--- config.mk ---
export PLATFORM = sky130hd
export DESIGN_NAME = pipe_stage_hs
export DESIGN_NICKNAME = d
export VERILOG_FILES = /design/src/rtl/pipe_stage_hs.sv
export SDC_FILE = /design/constraint.sdc
export NUM_CORES = 1
export LEC_CHECK = 0
export ABC_AREA = 1
export CORE_AREA = 2 2 169 187
export DETAILED_ROUTE_END_ITERATION = 10
export DIE_AREA = 0 0 171 189
export PLACE_DENSITY_LB_ADDON = 0.12
export SYNTH_ARGS = -nofsm -noshare
export SYNTH_HDL_FRONTEND = slang
export SYNTH_SLANG_ARGS = --single-unit
--- constraint.sdc ---
create_clock -name clk -period 2.05 [get_ports clk]
set_input_delay 0.5125 -clock clk [delete_from_list [all_inputs] [get_ports clk]]
set_output_delay 0.5125 -clock clk [all_outputs]
set_load 0.03 [all_outputs]
--- src/rtl/pipe_stage_hs.sv ---
// pipe_stage_hs: generic pipeline stage register with valid/ready handshake.
//
// Carries an opaque payload plus a control bundle between two pipeline stages.
// Supports back-pressure, synchronous flush with bubble insertion and an
// optional 2-entry skid buffer that makes in_ready a register output.
// Saturating stall/flush counters are provided for performance debug.
//
// Ports:
//   clk        clock, rising edge
//   rst        synchronous active-high reset (highest priority)
//   flush      kill all held entries; an entry accepted this cycle is dropped
//   in_valid   upstream entry valid
//   in_ready   stage can accept an entry this cycle
//   in_data    upstream payload
//   in_ctrl    upstream control bundle
//   out_valid  head entry valid
//   out_ready  downstream consumes the head entry this cycle
//   out_data   head payload (0 when out_valid=0)
//   out_ctrl   head control (CTRL_NOP when out_valid=0)
//   occupancy  number of held entries
//   stall_cnt  cycles with out_valid & ~out_ready, saturating
//   flush_cnt  flush cycles that discarded at least one entry, saturating
module pipe_stage_hs #(
  parameter int unsigned           DATA_W   = 160,
  parameter int unsigned           CTRL_W   = 8,
  parameter logic [CTRL_W-1:0]     CTRL_NOP = '0,
  parameter int unsigned           SKID     = 1,
  parameter int unsigned           CNT_W    = 16
) (
  input  logic              clk,
  input  logic              rst,
  input  logic              flush,
  input  logic              in_valid,
  output logic              in_ready,
  input  logic [DATA_W-1:0] in_data,
  input  logic [CTRL_W-1:0] in_ctrl,
  output logic              out_valid,
  input  logic              out_ready,
  output logic [DATA_W-1:0] out_data,
  output logic [CTRL_W-1:0] out_ctrl,
  output logic [1:0]        occupancy,
  output logic [CNT_W-1:0]  stall_cnt,
  output logic [CNT_W-1:0]  flush_cnt
);

  // Head entry M and skid entry S
  logic              mv_q, mv_d;
  logic [DATA_W-1:0] m_data_q, m_data_d;
  logic [CTRL_W-1:0] m_ctrl_q, m_ctrl_d;
  logic              sv_q, sv_d;
  logic [DATA_W-1:0] s_data_q, s_data_d;
  logic [CTRL_W-1:0] s_ctrl_q, s_ctrl_d;
  logic [1:0]        occ_q, occ_d;
  logic [CNT_W-1:0]  stall_q, stall_d;
  logic [CNT_W-1:0]  flush_q, flush_d;

  logic accept;
  logic pop;

  // With the skid buffer, in_ready depends only on sv_q, so there is no
  // combinational path from out_ready to in_ready.
  assign in_ready = (SKID != 0) ? ~sv_q : (~mv_q | out_ready);
  assign accept   = in_valid & in_ready;
  assign pop      = mv_q & out_ready;

  always_comb begin
    mv_d     = mv_q;
    m_data_d = m_data_q;
    m_ctrl_d = m_ctrl_q;
    sv_d     = sv_q;
    s_data_d = s_data_q;
    s_ctrl_d = s_ctrl_q;

    if (SKID != 0) begin
      if (pop && sv_q) begin
        // Skid entry moves to head; accept is impossible since in_ready=0
        mv_d     = 1'b1;
        m_data_d = s_data_q;
        m_ctrl_d = s_ctrl_q;
        sv_d     = 1'b0;
        s_data_d = '0;
        s_ctrl_d = CTRL_NOP;
      end else if (accept && (!mv_q || pop)) begin
        mv_d     = 1'b1;
        m_data_d = in_data;
        m_ctrl_d = in_ctrl;
      end else if (accept) begin
        // Head is stalled: park the new entry in the skid slot
        sv_d     = 1'b1;
        s_data_d = in_data;
        s_ctrl_d = in_ctrl;
      end else if (pop) begin
        mv_d     = 1'b0;
        m_data_d = '0;
        m_ctrl_d = CTRL_NOP;
      end
    end else begin
      if (accept) begin
        mv_d     = 1'b1;
        m_data_d = in_data;
        m_ctrl_d = in_ctrl;
      end else if (pop) begin
        mv_d     = 1'b0;
        m_data_d = '0;
        m_ctrl_d = CTRL_NOP;
      end
      sv_d     = 1'b0;
      s_data_d = '0;
      s_ctrl_d = CTRL_NOP;
    end

    // Flush turns everything into bubbles, including a same-cycle accept
    if (flush) begin
      mv_d     = 1'b0;
      m_data_d = '0;
      m_ctrl_d = CTRL_NOP;
      sv_d     = 1'b0;
      s_data_d = '0;
      s_ctrl_d = CTRL_NOP;
    end

    occ_d = {1'b0, mv_d} + {1'b0, sv_d};

    stall_d = stall_q;
    if (mv_q && !out_ready && (stall_q != {CNT_W{1'b1}})) begin
      stall_d = stall_q + 1'b1;
    end

    flush_d = flush_q;
    if (flush && (mv_q || sv_q) && (flush_q != {CNT_W{1'b1}})) begin
      flush_d = flush_q + 1'b1;
    end
  end

  always_ff @(posedge clk) begin
    if (rst) begin
      mv_q     <= 1'b0;
      m_data_q <= '0;
      m_ctrl_q <= CTRL_NOP;
      sv_q     <= 1'b0;
      s_data_q <= '0;
      s_ctrl_q <= CTRL_NOP;
      occ_q    <= 2'd0;
      stall_q  <= '0;
      flush_q  <= '0;
    end else begin
      mv_q     <= mv_d;
      m_data_q <= m_data_d;
      m_ctrl_q <= m_ctrl_d;
      sv_q     <= sv_d;
      s_data_q <= s_data_d;
      s_ctrl_q <= s_ctrl_d;
      occ_q    <= occ_d;
      stall_q  <= stall_d;
      flush_q  <= flush_d;
    end
  end

  assign out_valid = mv_q;
  assign out_data  = m_data_q;
  assign out_ctrl  = m_ctrl_q;
  assign occupancy = occ_q;
  assign stall_cnt = stall_q;
  assign flush_cnt = flush_q;

endmodule

# == Word level (Yosys, flattened, before mapping) ==
# Cells that the tools add are included.
# totals
reg_bits,372
latchBits,0
ramBits,0
mem_bits_ro,0
output_inout_bits,204
elab_cells,51
memories,0
# op_classes
add_sub_neg,3
n_mul,0
div,0
order_cmp,0
n_eq_ne,3
n_shift,0
mux,17
n_bitwise,4
n_reduce_logical,15
# ops
operator,n
two-way mux 160 bit,4
"adder 16 x 1 -> 16 bit, second input constant",2
two-way mux 8 bit,4
"inequality test 16 bit, second input constant",2
two-way mux 1 bit,9
logical AND 1 bit,6
AND reduction 2 bit,2
"inequality test 3 x 1 -> 1 bit, second input constant",1
nonzero test 3 bit,1
OR reduction 3 bit,1
adder 1 x 1 -> 2 bit,1
bitwise AND 1 bit,2
logical NOT 1 bit,2
logical OR 1 bit,2
inverter 1 bit,2
OR reduction 2 bit,1

# == Logic depth before layout (Yosys ltp) ==
# Gate-level depths: netlist of run 1.
# logic_depth
ltp_word,7
depth_mapped,10

# == Worst setup path before layout of run 1 ==
# No wires, ideal clock.
# synth_timing
path_type,register to register
start,register mv_q (netlist: out_valid)
end,register occ_q[0] (netlist: occupancy[0])
setup_time_ns,0.128
arrival_ns,1.731
required_time_ns,1.922
setup_slack_ns,0.191
path_stages_with_launch,10
n_path_buf,2
path_cell_list,dfxtp_1 -> nand2_2 -> inv_2 -> buf_4 -> buf_2 -> a21oi_1 -> nor3_1 -> ha_1 -> inv_1 -> nor2_1
# synth_via
elab_chain_cells,7
elab_cells_between_ends,14
# synth_rtl
item,line_no,text
"start, declared",47,"logic mv_q, mv_d;"
"start signal, assigned",147,mv_q <= mv_d;
bitwise AND 1 bit or logical NOT 1 bit (tied branches),"64, 83",
logical OR 1 bit,83,end else if (accept && (!mv_q || pop)) begin
logical AND 1 bit,83,
two-way mux 1 bit,83,
two-way mux 1 bit *,75,if (pop && sv_q) begin
two-way mux 1 bit *,113,if (flush) begin
net sv_d,50,"logic sv_q, sv_d;"
adder 1 x 1 -> 2 bit *,122,"occ_d = {1'b0, mv_d} + {1'b0, sv_d};"
net occ_d[0],53,"logic [1:0] occ_q, occ_d;"
"end signal, assigned",143,occ_q <= 2'd0;
"end signal, assigned",153,occ_q <= occ_d;
"end, declared",53,
# The timed path passes the listed nets; every way through them passes the cells marked *.
# A chain may end at the register's enable or synchronous reset.

# == Worst setup path after layout of run 1 ==
# layout_timing
start,register occ_q[1] (netlist: occupancy[1])
end,output port occupancy[1]
# layout_rtl
item,line_no,text
"end, declared",41,"output logic [1:0] occupancy,"
# No word-level cell between the ends.

==> flow_metrics.py, run 1 <==
metrics = {
    "pwr": {
        "power_per_cell_area_nw_per_um2": 790.4,
        "worst_ir_drop_vdd_uv": 527.5,
        "total_power_uw": 16290,
        "leakage_uw": 0.008214,
    },
    "yosys": {
        "ys_seq_elements": 372,
        "syn_nets": 2172,
        "yosys.cell_types.count": 25,
        "synth_top_area_share_pct": 50.51,
        "ys_dominant_reg_cell": "sky130_fd_sc_hd__dfxtp_1",
        "yosys_warnings": 0,
        "postSynthCellCount": 1996,
        "share_of_async_settable_or_async_resettable_flops_after_synthesis_pct": 0,
        "netlist.top_cell.by_area": "sky130_fd_sc_hd__dfxtp_1",
        "synthMostInstantiatedCell": "sky130_fd_sc_hd__nand2_1",
        "yosysSeqAreaShare_pct": 50.51,
        "number_of_enable_type_register_cells_in_the_synthesized_netlist": 0,
        "postSynthAreaPerCell_sq_um": 7.386,
        "synthTopCellsByArea": "sky130_fd_sc_hd__dfxtp_1, sky130_fd_sc_hd__nand2_1, sky130_fd_sc_hd__a31oi_1",
        "synth_area_sq_um": 14740,
        "synthTopCellsByCount": "sky130_fd_sc_hd__nand2_1, sky130_fd_sc_hd__dfxtp_1, sky130_fd_sc_hd__nand3_1",
    },
    "clocking": {
        "clk_root_buffer_cell": "sky130_fd_sc_hd__clkbuf_16",
        "cts_sinks": 372,
        "cts_tree": "built",
        "htreeDepth": 2,
        "clkLatencyLatePin_ns": 0.53,
        "post-cts-setup-buffers": 0,
        "cts-hold-fix-buffers": 0,
        "numCtsBuffers": 40,
        "cts.path.max_buffers": 3,
        "worst_setup_hold_path_clk_slew_ns": 0.05,
    },
    "min_path": {
        "hold_start": "s_data_q[74]",
        "worst_hold_path_type": "reg2reg",
        "min_delay_path_depth": 2,
        "hold-path-endpoint": "s_data_q[74]",
    },
    "cells_and_area": {
        "layout-drive-gt1-share_pct": 6.930,
        "finalNetCount": 2528,
        "area_delta_synth_final_pct": 39.81,
    },
    "setup_path": {
        "cp_data_required_time_ns": 1.54,
        "critical_path_s_top_delay_family": "buffers and inverters",
        "crit_type": "reg2out",
        "cp.buffers_inverters": 1,
        "critPathMaxStageDelay_ns": 0.66,
        "reg2regPathDepth": 7,
        "worst_r2r_endpoint": "flush_cnt[13]",
        "critical_path.endpoint_type": "output pin",
        "crit_path_cell_trace": "clkdlybuf4s50_1",
        "crit_fanout": 1,
        "worst_ep_arrival_time_ns": 1.48,
        "timing.critical_path.from_type": "flop",
        "reg2reg_setup_slack_ns": 0.26,
        "slowest_stage": "sky130_fd_sc_hd__clkdlybuf4s50_1",
        "r2r-start": "flush_cnt[0]",
    },
    "global_route": {
        "grt_max_degree": 79,
        "grt_pass1_vias": 14780,
        "antenna_violations_before_repair": 3,
        "global_route.overflow_total": 0,
        "grt_pass1_wl_mm": 74.85,
        "grtUsageTotal_pct": 28.22,
    },
    "timing": {
        "grt_setup_unrepaired": "false",
        "layout_setup_ws_ns": 0.05793,
        "finalHoldViolCount": 0,
        "worst-slew-pin-transition_ns": 0.7824,
        "clock_skew_ns": 0.007696,
        "max_freq_mhz": 502.0,
        "period_needed_ns": 1.992,
        "maxSlewHeadroom_pct": 47.78,
        "final_max_tran_viols": 0,
        "final.period_utilization_pct": 97.17,
        "final-setup-viol-count": 0,
    },
    "job": {
        "maxCapViolations": 0,
    },
    "placement": {
        "place_ws_ns": -0.1110,
        "place.gp.congestion": 0.8841,
        "io_buffers": 376,
        "hpwlAfterDp_mm": 31.01,
    },
    "drt": {
        "drt_wl_total_mm": 46.76,
        "drc": 0,
        "antenna_left": 0,
        "routed_wire_length_per_instance_microns": 16.72,
        "vias_per_cell": 5.454,
        "dr.pass1.iters": 5,
        "routed-via-count": 15260,
        "violation_count_after_the_first_detailed_routing_iteration": 1331,
    },
    "die": {
        "die_height_microns": 189,
        "row_count": 67,
        "die_area_sq_um": 32320,
        "floorplan.initialDensity_pct": 48.58,
        "core-area_sq_um": 30350,
        "die_w_microns": 171,
        "io_pins": 377,
    },
    "outcome": {
        "outcome": "complete, no violations",
    },
}
-- routing by layer --
layer	share of wire [%]	vias to the layer above	global-route usage, %
met2	48	607	47.44
met1	40	7162	34.50
met5	0	-	0
met4	4.3	0	12.91
met3	8.1	122	6.041
li1	-	7365	-
-- worst register-to-register path, cell delays in order, from the launching register on --
cell                      delay [ns]
sky130_fd_sc_hd__dfxtp_1        0.38
sky130_fd_sc_hd__ha_1           0.22
sky130_fd_sc_hd__nand3_1        0.14
sky130_fd_sc_hd__nor2_1         0.17
sky130_fd_sc_hd__nand3_1        0.42
sky130_fd_sc_hd__nand3_1        0.24
sky130_fd_sc_hd__nand2_1        0.07
sky130_fd_sc_hd__nor2_1         0.11
-- report_power, final --
part	internal (uW)	leakage (uW)	switching, uW
clock	4290	0.000650	2920
combinational	692	0.00455	965
sequential	7360	0.00301	76.8
total	12300	0.00821	3960
-- repair_timing --
item | in CTS | in global routing
pin swaps | 0 | 0
resized for setup | 181 | 22
hold endpoints to repair | 0 | 0
endpoints found under the setup margin | 181 | 22
-- layout make-up --
| cell class | instances | area [sq um] |
|---|---|---|
| fillers | 2652 | 9734 |
| inverters | 41 | 168.9 |
| clock inverters | 13 | 127.6 |
| repair buffers | 464 | 4741 |
| flip-flops and latches | 372 | 7447 |
| well taps | 414 | 518.0 |
| multi-input cells | 1433 | 6415 |
| clock buffers | 58 | 1190 |
| diodes | 2 | 5.005 |
-- cells in the final DEF (no fill, tap or decap), types with 2 or more instances in the layout --
master and n:
sky130_fd_sc_hd__nand2_1 753, sky130_fd_sc_hd__dfxtp_1 372, sky130_fd_sc_hd__nand3_1 203, sky130_fd_sc_hd__a21oi_1 192, sky130_fd_sc_hd__dlygate4sd2_1 181, sky130_fd_sc_hd__clkdlybuf4s50_1 173, sky130_fd_sc_hd__a31oi_1 168, sky130_fd_sc_hd__nor2_1 83
sky130_fd_sc_hd__buf_4 49, sky130_fd_sc_hd__clkbuf_16 41, sky130_fd_sc_hd__buf_12 39, sky130_fd_sc_hd__inv_1 36, sky130_fd_sc_hd__dlymetal6s2s_1 22, sky130_fd_sc_hd__clkbuf_8 10, sky130_fd_sc_hd__o21ai_0 8, sky130_fd_sc_hd__clkbuf_1 7
sky130_fd_sc_hd__clkinv_2 7, sky130_fd_sc_hd__nand4_1 5, sky130_fd_sc_hd__nor3_1 5, sky130_fd_sc_hd__inv_4 4, sky130_fd_sc_hd__inv_6 3, sky130_fd_sc_hd__ha_1 3, sky130_fd_sc_hd__diode_2 2, sky130_fd_sc_hd__nand3b_1 2
sky130_fd_sc_hd__nor2_2 2, sky130_fd_sc_hd__xor2_1 2, sky130_fd_sc_hd__nand2_2 2, sky130_fd_sc_hd__clkinvlp_4 2, sky130_fd_sc_hd__bufinv_16 2
-- sequential cells by signal, summed over array words and instances (netlist names) --
signal and flops:
flush_cnt 16, sv_q 1, out_ctrl 8, stall_cnt 16, out_valid 1, s_data_q 160
out_data 160, s_ctrl_q 8, occupancy 2
-- kinds of logic after synthesis --
group / share of synthesized area (%)
buffers and inverters: 6.119
adders and majority gates: 0.2546
xor gates and xnor gates: 0.1188
and+or+nand+nor: 29.02
DFF: 50.51
AOI/OAI and AO/OA: 13.98
-- how the worst max path moves through the flow --
| stage | from | to | slack [ns] | cells after the start |
|---|---|---|---|---|
| after floorplan | out_valid | occupancy[0] | 0.19 | 9 |
| after CTS | out_data[62] | out_data[62] | 0.0009 | 1 |
| final | occupancy[1] | occupancy[1] | 0.06 | 1 |
| after detailed placement | in_valid | out_ctrl[5] | -0.11 | 8 |
| after global routing | occupancy[1] | occupancy[1] | 0.02 | 1 |
| after global placement | out_ready | stall_cnt[13] | -0.07 | 10 |
-- through the flow --
step	utilization [%]	hold slack (ns)	setup TNS [ns]	area (sq um)	std cells
3_5_place_dp	64.13	0.4509	-12.05	19460	2724
2_1_floorplan	-	0.4392	0	14740	1996
4_1_cts	67.72	0.4603	0	20550	2795
3_3_place_gp	64.13	0.4456	-3.377	19460	2724
6_report	67.92	0.4596	0	20610	2797
5_1_grt	67.92	0.4762	0	20610	2797
No activity file was read; power rests on OpenSTA's default activity.
==> run 2: changes to the inputs <==
--- a/config.mk
+++ b/config.mk
@@ -5,10 +5,10 @@
 export SDC_FILE = /design/constraint.sdc
 export NUM_CORES = 1
 export LEC_CHECK = 0
-export ABC_AREA = 1
-export CORE_AREA = 2 2 169 187
+export ABC_CLOCK_PERIOD_IN_PS = 2050
+export CORE_AREA = 2 2 164 182
 export DETAILED_ROUTE_END_ITERATION = 10
-export DIE_AREA = 0 0 171 189
+export DIE_AREA = 0 0 166 184
 export PLACE_DENSITY_LB_ADDON = 0.12
 export SYNTH_ARGS = -nofsm -noshare
 export SYNTH_HDL_FRONTEND = slang
==> run 2 against run 1 <==
Net effect:
- global-route usage down 1.1 points
- first-iteration DRC count rose by 21%
- clock skew grew 0.0036 ns
- combinational power is essentially flat
- register-to-register slack got worse by 0.16 ns
- hold slack got worse by 0.0071 ns
- synthesized cell count down 23%
- critical path depth increased by 2
- worst setup slack got worse by 0.023 ns
- sequential cell count unchanged
- routed wire length decreased by 6.7%
==> flow_metrics.py, run 2 <==
metrics = {
    "outcome": {
        "outcome": "complete, no violations",
    },
    "timing": {
        "max_freq_mhz": 496.2,
        "layout_setup_ws_ns": 0.03453,
        "period_needed_ns": 2.015,
        "clock_skew_ns": 0.01130,
        "final-setup-viol-count": 0,
        "final.period_utilization_pct": 98.32,
        "finalHoldViolCount": 0,
        "final_max_tran_viols": 0,
        "worst-slew-pin-transition_ns": 0.4457,
        "maxSlewHeadroom_pct": 70.29,
    },
    "min_path": {
        "worst_hold_path_type": "reg2reg",
        "hold-path-endpoint": "s_data_q[40]",
        "min_delay_path_depth": 2,
        "hold_start": "s_data_q[40]",
    },
    "yosys": {
        "synthTopCellsByCount": "sky130_fd_sc_hd__dfxtp_1, sky130_fd_sc_hd__nand2_1, sky130_fd_sc_hd__a21oi_1",
        "netlist.top_cell.by_area": "sky130_fd_sc_hd__dfxtp_1",
        "syn_nets": 1712,
        "ys_seq_elements": 372,
        "yosys_warnings": 0,
        "yosys.cell_types.count": 35,
        "postSynthAreaPerCell_sq_um": 8.819,
        "postSynthCellCount": 1536,
        "number_of_enable_type_register_cells_in_the_synthesized_netlist": 0,
        "synth_top_area_share_pct": 54.97,
        "synthMostInstantiatedCell": "sky130_fd_sc_hd__dfxtp_1",
        "yosysSeqAreaShare_pct": 54.97,
        "synthTopCellsByArea": "sky130_fd_sc_hd__dfxtp_1, sky130_fd_sc_hd__a222oi_1, sky130_fd_sc_hd__nand2_1",
        "synth_area_sq_um": 13550,
        "ys_dominant_reg_cell": "sky130_fd_sc_hd__dfxtp_1",
        "share_of_async_settable_or_async_resettable_flops_after_synthesis_pct": 0,
    },
    "pwr": {
        "leakage_uw": 0.008124,
        "share_of_total_power_in_sequential_cells_pct": 46.8,
        "power_switching_share_pct": 23.31,
        "power_per_cell_area_nw_per_um2": 804.0,
        "part_of_the_total_power_dissipated_in_the_clock_network_pct": 42.8,
        "internal_power_uw": 12160,
        "worst_ir_drop_vdd_uv": 630.1,
        "part_of_the_total_power_dissipated_in_combinational_logic_pct": 10.3,
        "total_power_uw": 15850,
        "switching_power_uw": 3695,
    },
    "placement": {
        "place.gp.congestion": 0.8071,
        "io_buffers": 376,
        "place_ws_ns": -0.4392,
        "hpwlAfterDp_mm": 28.74,
    },
    "clocking": {
        "htreeDepth": 2,
        "worst_setup_hold_path_clk_slew_ns": 0.06,
        "cts_sinks": 372,
        "clk_root_buffer_cell": "sky130_fd_sc_hd__clkbuf_16",
        "cts.path.max_buffers": 3,
        "cts_tree": "built",
        "clkLatencyLatePin_ns": 0.51,
        "numCtsBuffers": 38,
    },
    "die": {
        "floorplan.initialDensity_pct": 47.46,
        "row_count": 65,
        "die_w_microns": 166,
        "die_area_sq_um": 30540,
        "io_pins": 377,
        "die_height_microns": 184,
        "core-area_sq_um": 28550,
    },
    "cells_and_area": {
        "finalNetCount": 2087,
        "sequential_cell_area_in_the_final_layout_sq_um": 7453,
        "finish.utilization_pct": 69.07,
        "layout-drive-gt1-share_pct": 9.504,
        "layout_common_cells": "sky130_fd_sc_hd__dfxtp_1, sky130_fd_sc_hd__nand2_1, sky130_fd_sc_hd__a21oi_1",
        "multiInputGateArea_sq_um": 5588,
        "most_common_cell_after_layout_fill_and_taps_aside": "sky130_fd_sc_hd__dfxtp_1",
        "filler_cell_count": 2327,
        "area_delta_synth_final_pct": 45.55,
    },
    "setup_path": {
        "crit_type": "reg2out",
        "crit_fanout": 5,
        "worst_r2r_endpoint": "flush_cnt[9]",
        "reg2reg_setup_slack_ns": 0.10,
        "cp_data_required_time_ns": 1.54,
        "timing.critical_path.from_type": "flop",
        "reg2regPathDepth": 5,
        "r2r-start": "flush_cnt[3]",
        "worst_ep_arrival_time_ns": 1.50,
        "critical_path.endpoint_type": "output pin",
    },
    "drt": {
        "drc": 0,
        "routed-via-count": 13440,
        "vias_per_cell": 5.816,
        "dr.pass1.iters": 8,
        "routed_wire_length_per_instance_microns": 18.88,
        "drt_wl_total_mm": 43.64,
        "violation_count_after_the_first_detailed_routing_iteration": 1606,
        "antenna_left": 0,
    },
    "global_route": {
        "grt_max_degree": 75,
        "grt_pass1_wl_mm": 68.60,
        "global_route.overflow_total": 0,
        "grt_pass1_vias": 13080,
        "antenna_violations_before_repair": 6,
        "grtUsageTotal_pct": 27.09,
    },
    "job": {
        "maxCapViolations": 0,
    },
}
==> run 2: through the flow <==
stage	setup TNS (ns)	cell area, sq um	cells	hold WS (ns)
after CTS	0	19580	2302	0.4538
after global routing	-0.03122	19720	2311	0.4694
after detailed placement	-47.32	18560	2237	0.4456
after floorplan	-0.001080	13560	1536	0.4357
final	0	19720	2311	0.4524
after global placement	-41.52	18560	2237	0.4407
==> run 2: logic make-up (layout without fill, tap and decap cells) <==
family                   Yosys count  count (layout)  synth area share, %
AND/OR/NAND/NOR                  619             619                18.75
AO/OA/AOI/OAI                    383             383                20.65
flip-flops                       372             372                54.97
buffers and inverters            146             546                4.286
multiplexers                      13              13                1.062
adder cells (fa/ha/maj)            3               3               0.2771
other                              0               7                    0
==> run 2: worst max-delay path, stage by stage, from the launching register on <==
cell	delay, ns
sky130_fd_sc_hd__dfxtp_1	0.35
sky130_fd_sc_hd__buf_4	0.17
sky130_fd_sc_hd__inv_1	0.07
sky130_fd_sc_hd__clkdlybuf4s15_1	0.40
==> run 2: what timing repair did <==
item,4_1_cts,5_1_grt
gates resized for setup,162,42
pin swaps,0,1
buffers inserted,0,2
hold buffers,0,0
setup endpoints to repair,162,42
==> run 2: layout make-up <==
| class | instances | share of cell area, % |
|---|---|---|
| Clock buffer | 58 | 5.717 |
| Antenna cell | 7 | 0.08884 |
| Tap cell | 368 | 2.335 |
| Timing Repair Buffer | 476 | 25.16 |
| Multi-Input combinational cell | 1018 | 28.34 |
| Sequential cell | 372 | 37.80 |
| Clock inverter | 7 | 0.4632 |
| Inverter | 5 | 0.09518 |
==> run 2: power groups by stage <==
stage	registers, uW	logic [uW]	clock network (uW)
floorplan	7790	544	0
global placement	7580	1670	0
detailed placement	7590	1690	0
CTS	7420	1640	6880
global route	7430	1740	7190
finish	7420	1640	6790
==> run 2: worst max path at each step <==
stage / start / to / slack (ns) / cells after the start
final: sv_q / in_ready / 0.03 / 3
after global routing: flush_cnt[0] / flush_cnt[5] / -0.02 / 7
after CTS: out_data[96] / out_data[96] / 0.0002 / 1
after detailed placement: flush / flush_cnt[9] / -0.44 / 6
after global placement: flush / flush_cnt[13] / -0.41 / 6
after floorplan: flush_cnt[4] / flush_cnt[15] / -0.001 / 5
==> run 2: per-layer routing <==
| metal | up-vias | track usage [%] | share of wire, % |
|---|---|---|---|
| met5 | - | 0 | 0 |
| met3 | 101 | 6.803 | 8.3 |
| met4 | 0 | 12.49 | 4.0 |
| met2 | 600 | 45.64 | 49 |
| li1 | 6305 | - | - |
| met1 | 6435 | 32.69 | 39 |
==> variant 1, RTL diff (settings of run 2) <==
The parameter `CTRL_W` goes from 8 to 6.
--- a/src/rtl/pipe_stage_hs.sv
+++ b/src/rtl/pipe_stage_hs.sv
@@ -22,7 +22,7 @@
 //   flush_cnt  flush cycles that discarded at least one entry, saturating
 module pipe_stage_hs #(
   parameter int unsigned           DATA_W   = 160,
-  parameter int unsigned           CTRL_W   = 8,
+  parameter int unsigned           CTRL_W   = 6,
   parameter logic [CTRL_W-1:0]     CTRL_NOP = '0,
   parameter int unsigned           SKID     = 1,
   parameter int unsigned           CNT_W    = 16
Ports: changed (resized in_ctrl and out_ctrl); port bits go from 377 to 373. The function was not compared with the original's and may differ.
==> variant 1 against run 2 <==
- setup slack better by 0.014 ns
- critical path depth down 2
- total power about the same
- maximum frequency up 0.71%
- count of clock-buffer cells in the layout down 2
- clock skew up 0.00083 ns
- wire length down 2.1%
- sequential cell count down 4
- clock power up 0.9%
- synthesized area down 0.83%
- non-clock buffer count up 9
- cell area down 0.77%
- highest routed layer unchanged
==> variant 1: results (changes against run 2) <==
Setup path
  • Worst reg-to-reg setup slack: 0.14 ns (+0.04 ns)
  • Max Fanout on Critical Path: 6 (+1)
  • Longest individual stage delay on the worst path: 0.51 ns (+0.11 ns)
  • Family of cells with the greatest summed delay on the critical path: flip-flops
  • Max stage delay cell, worst path: dfxtp_1

Logic synthesis
  • Top post-synthesis cells by area: dfxtp_1, a222oi_1, nand2_1
  • Mapped Nets: 1693 (-1.1%)
  • Arithmetic-cell share of the synthesized area counting full adders, half adders and majority gates: 0.279% (+0.0023 points)
  • Compound-Gate Fraction of Synth Area: 21.0% (+0.38 points)
  • Number of instances in the synthesized netlist: 1519 (-1.1%)
  • Mux share of post-synthesis cell area: 0.494% (-0.57 points)
  • Portion of the post-synthesis area used by sequential elements: 54.8% (-0.14 points)

Placed design
  • Area after DPL: 0.0185 mm² (about the same)
  • Cell total after placement: 2232 (-0.22%)
  • # port buffers: 372 (-1.1%)
  • Placed wire-length estimate after detailed placement: 28.9 mm (+0.38%)
  • Setup Slack @ Placement: -0.327 ns (+0.112 ns)
  • Global placer's final weighted congestion: 0.838 (+3.8%)

Pwr
  • Peak VDD IR: 782 µV (+24%)
  • Lkg Pwr: 7.75 nW (-4.6%)

Global routing
  • Initial antenna violation count: 1 (-5)
  • Via count of the first global-routing pass: 12.7k (-3.1%)
  • Combined global-route utilization of all metal layers: 26.6% (-0.49 points)
  • First-pass GRT wire length: 67.3 mm (-1.9%)

Timing
  • Worst slew pin tran: 0.513 ns (+0.0673 ns)
  • Worst-case hold slack: 0.449 ns (-0.00387 ns)
  • Time the final worst path needs with I/O delays and setup: 2.00 ns (-0.0143 ns)
  • Maximum clock skew at final layout: 0.0121 ns (+0.000828 ns)

Drt
  • Number of DRC markers in iteration 0: 1647 (+2.6%)
  • Total met2 wirelength after detailed routing: 20.9 mm (-1.3%)
  • Detailed-route vias per instance: 5.81 (-0.16%)
  • DRT met1 WL: 16.8 mm (-1.5%)
  • Met3 wirelength from detailed routing: 3.62 mm (-0.33%)
  • Routed WL per cell: 18.6 µm (-1.5%)

Layout
  • NumNets Final: 2079 (-0.38%)
  • Finished Layout Cells: 2297 (-0.61%)
  • Share of final-layout standard cells stronger than drive strength 1: 9.80% (+0.30 points)

Clock tree
  • Clock root buffer: clkbuf_16
  • CTS buffer count: 39 (+2.6%)
  • Worst skew pair latency: 0.53 ns (+0.02 ns)

Status
  • Outcome: finished, final reports clean
variant 1: cell count changes after synthesis, moves of 5 or more:
cell / run 2 / this run
clkbuf_1: 114 / 82
nor2b_1: 14 / 9
buf_2: 23 / 42
buf_1: 3 / 12
or3_1: 6 / 14
mux2_2: 11 / 5
nor2_1: 189 / 181
variant 1: logic make-up after synthesis:
kind of cell	Yosys count
adder cells (fa/ha/maj)	3
AO/OA/AOI/OAI	389
multiplexers	6
AND/OR/NAND/NOR	608
buffers and inverters	145
flip-flops	368
variant 1: per-layer routing:
layer / vias up / global-route usage (%)
li1: 6295 / -
met1: 6416 / 32.2
met2: 549 / 44.9
met3: 78 / 7.36
met4: 0 / 10.6
met5: - / 0
variant 1: area by class of cell:
type	instances	area [µm²]
diodes	1	2.50
clock buffers	56	1120
clock inverters	8	108
fillers	2308	8980
inverters	5	18.8
multi-input cells	1006	5500
flip-flops and latches	368	7370
well taps	368	460
repair buffers	485	4980
variant 1: repair_timing:
action,CTS,global route
gates resized for setup,192,12
setup buffers,0,0
endpoints found under the setup margin,192,12
variant 1: power by group:
group	internal (mW)	switching, mW
logic	0.769	0.874
clock network	4.04	2.81
registers	7.28	0.0708
variant 1: final timing paths:
kind,startpoint,end,cells past startpoint
min,s_data_q[116],s_data_q[116],2
max reg2reg,out_valid,out_data[41],7
min reg2reg,s_data_q[116],s_data_q[116],2
max,out_valid,out_valid,1
==> variant 2, RTL diff (settings of run 2) <==
Without the edit above. Take the reset off `m_data_q`, `s_data_q` and `flush_q` and load them in a clocked block of their own.
--- a/src/rtl/pipe_stage_hs.sv
+++ b/src/rtl/pipe_stage_hs.sv
@@ -135,25 +135,25 @@
   always_ff @(posedge clk) begin
     if (rst) begin
       mv_q     <= 1'b0;
-      m_data_q <= '0;
       m_ctrl_q <= CTRL_NOP;
       sv_q     <= 1'b0;
-      s_data_q <= '0;
       s_ctrl_q <= CTRL_NOP;
       occ_q    <= 2'd0;
       stall_q  <= '0;
-      flush_q  <= '0;
     end else begin
       mv_q     <= mv_d;
-      m_data_q <= m_data_d;
       m_ctrl_q <= m_ctrl_d;
       sv_q     <= sv_d;
-      s_data_q <= s_data_d;
       s_ctrl_q <= s_ctrl_d;
       occ_q    <= occ_d;
       stall_q  <= stall_d;
-      flush_q  <= flush_d;
     end
+  end
+
+  always_ff @(posedge clk) begin
+    m_data_q <= m_data_d;
+    s_data_q <= s_data_d;
+    flush_q  <= flush_d;
   end
 
   assign out_valid = mv_q;
Formal check against the unedited RTL: not equivalent (Yosys sat finds a counterexample within 4 cycles, from zero or initial values and one cycle with rst high).
==> variant 2 against run 2 <==
- register-to-register slack gained 0.02 ns
- synthesized area shrank 0.90%
- wire length shrank 2.2%
- sequential cell count is the same
- sequential power grew 3.2%
- setup slack lost 0.011 ns
- largest power group unchanged
- total power grew 7.5%
- cell area shrank 0.46%
==> variant 2: results (changes against run 2) <==
Setup path
  • R2R Path Start: stall_cnt[1]
  • Max Fanout on Critical Path: 2 (-3)
  • Max stage delay cell, worst path: clkdlybuf4s50_1
  • Critical register-to-register path endpoint: stall_cnt[14]
  • End of the critical path: out_data[9]
  • Longest individual stage delay on the worst path: 0.67 ns (+0.27 ns)
  • Worst reg-to-reg setup slack: 0.12 ns (+0.02 ns)
  • Worst reg-to-reg path cell count: 5 (unchanged)
  • Start point of the critical path: out_data[9]

Drt
  • Number of DRC markers in iteration 0: 1877 (+17%)
  • Number of vias in the routed layout: 13.0k (-3.0%)
  • Detailed Route WL: 42.7 mm (-2.2%)

Placed design
  • Setup Slack @ Placement: -0.375 ns (+0.0645 ns)
  • Placed wire-length estimate after detailed placement: 28.2 mm (-1.9%)
  • Cell total after placement: 2180 (-2.5%)
  • Area after DPL: 0.0184 mm² (-0.61%)
  • Global placer's final weighted congestion: 0.852 (+5.5%)
  • # port buffers: 376 (unchanged)

Clock tree
  • CTS buffer count: 39 (+2.6%)
  • Worst skew pair latency: 0.52 ns
  • CTS resizes: 183 (+13%)
  • Post-CTS Setup Inserts: 0 (unchanged)

Timing
  • Worst setup slack after layout: 0.0238 ns (-0.0107 ns)
  • Worst-case hold slack: 0.452 ns (+0.0000320 ns)
  • Worst slew pin tran: 0.565 ns (+0.119 ns)
  • Maximum clock skew at final layout: 0.00970 ns (-0.00160 ns)

Pwr
  • Share of power burned in registers: 45.0% (-1.8 points)
  • Internal power of the cells: 12.9 mW (+6.5%)
  • Lkg Pwr: 8.03 nW (-1.2%)
  • Peak VDD IR: 641 µV (+1.8%)
  • Clock network power: 7.35 mW (+8.2%)
  • Sw frac: 24.0% (+0.73 points)

Logic synthesis
  • Syn avg cell area: 9.08 µm² (+3.0%)
  • Number of synthesized flops with an enable pin: 16 (+16)
  • Yosys cell types: 40 (+14%)
  • Most instantiated cells after synthesis: dfxtp_1, nand2_1, a21oi_1
  • Mapped Nets: 1654 (-3.4%)
  • Synth Area in XOR/XNOR: 0.979% (+0.98 points)
  • Mux share of post-synthesis cell area: 0.233% (-0.83 points)
  • Compound-Gate Fraction of Synth Area: 20.1% (-0.51 points)
  • Top post-synthesis cells by area: dfxtp_1, a222oi_1, nand2_1
  • Yosys Warn Count: 0 (unchanged)
  • Arithmetic-cell share of the synthesized area counting full adders, half adders and majority gates: 0.280% (+0.0025 points)
  • Portion of the post-synthesis area used by sequential elements: 56.7% (+1.7 points)

Layout
  • Finished Layout Cells: 2251 (-2.6%)
  • Share of final-layout standard cells stronger than drive strength 1: 9.51% (about the same)
  • NumNets Final: 2029 (-2.8%)
  • Count of filler cells inserted in the layout: 2261 (-2.8%)

Global routing
  • Combined global-route utilization of all metal layers: 26.5% (-0.59 points)
  • Largest net degree at the start of global routing: 100 (+33%)
  • First-pass GRT wire length: 67.1 mm (-2.2%)
  • Initial antenna violation count: 1 (-5)

Worst hold path
  • Worst hold path startpoint: s_data_q[158]
  • Worst Hold Class: reg2reg
  • Cell depth of the worst min-delay path: 2 (unchanged)
  • Sink of the worst hold path: s_data_q[158]

Status
  • Outcome: finished, final reports clean
## variant 2: layer usage
| layer | vias up | part of all wire [%] | track usage, % |
|---|---|---|---|
| met5 | - | 0 | 0 |
| met4 | 0 | 3.3 | 10.4 |
| met3 | 83 | 8.7 | 6.35 |
| met2 | 571 | 49 | 45.1 |
| met1 | 6276 | 39 | 32.5 |
| li1 | 6105 | - | - |
## variant 2: worst min-delay path: cells and delay by family (launching register included)
kind,cells,cell delay (ns)
simple gates,1,0.05
compound gates,1,0.05
flops,1,0.31
## variant 2: layout make-up
class | instances | area, µm² | share of cell area [%]
sequential | 372 | 7610 | 38.8
multi-input combinational | 967 | 5310 | 27.0
timing repair buffer | 471 | 4880 | 24.9
clock buffer | 56 | 1180 | 6.03
tap | 368 | 460 | 2.35
clock inverter | 14 | 170 | 0.867
inverter | 2 | 7.51 | 0.0383
antenna | 1 | 2.50 | 0.0128
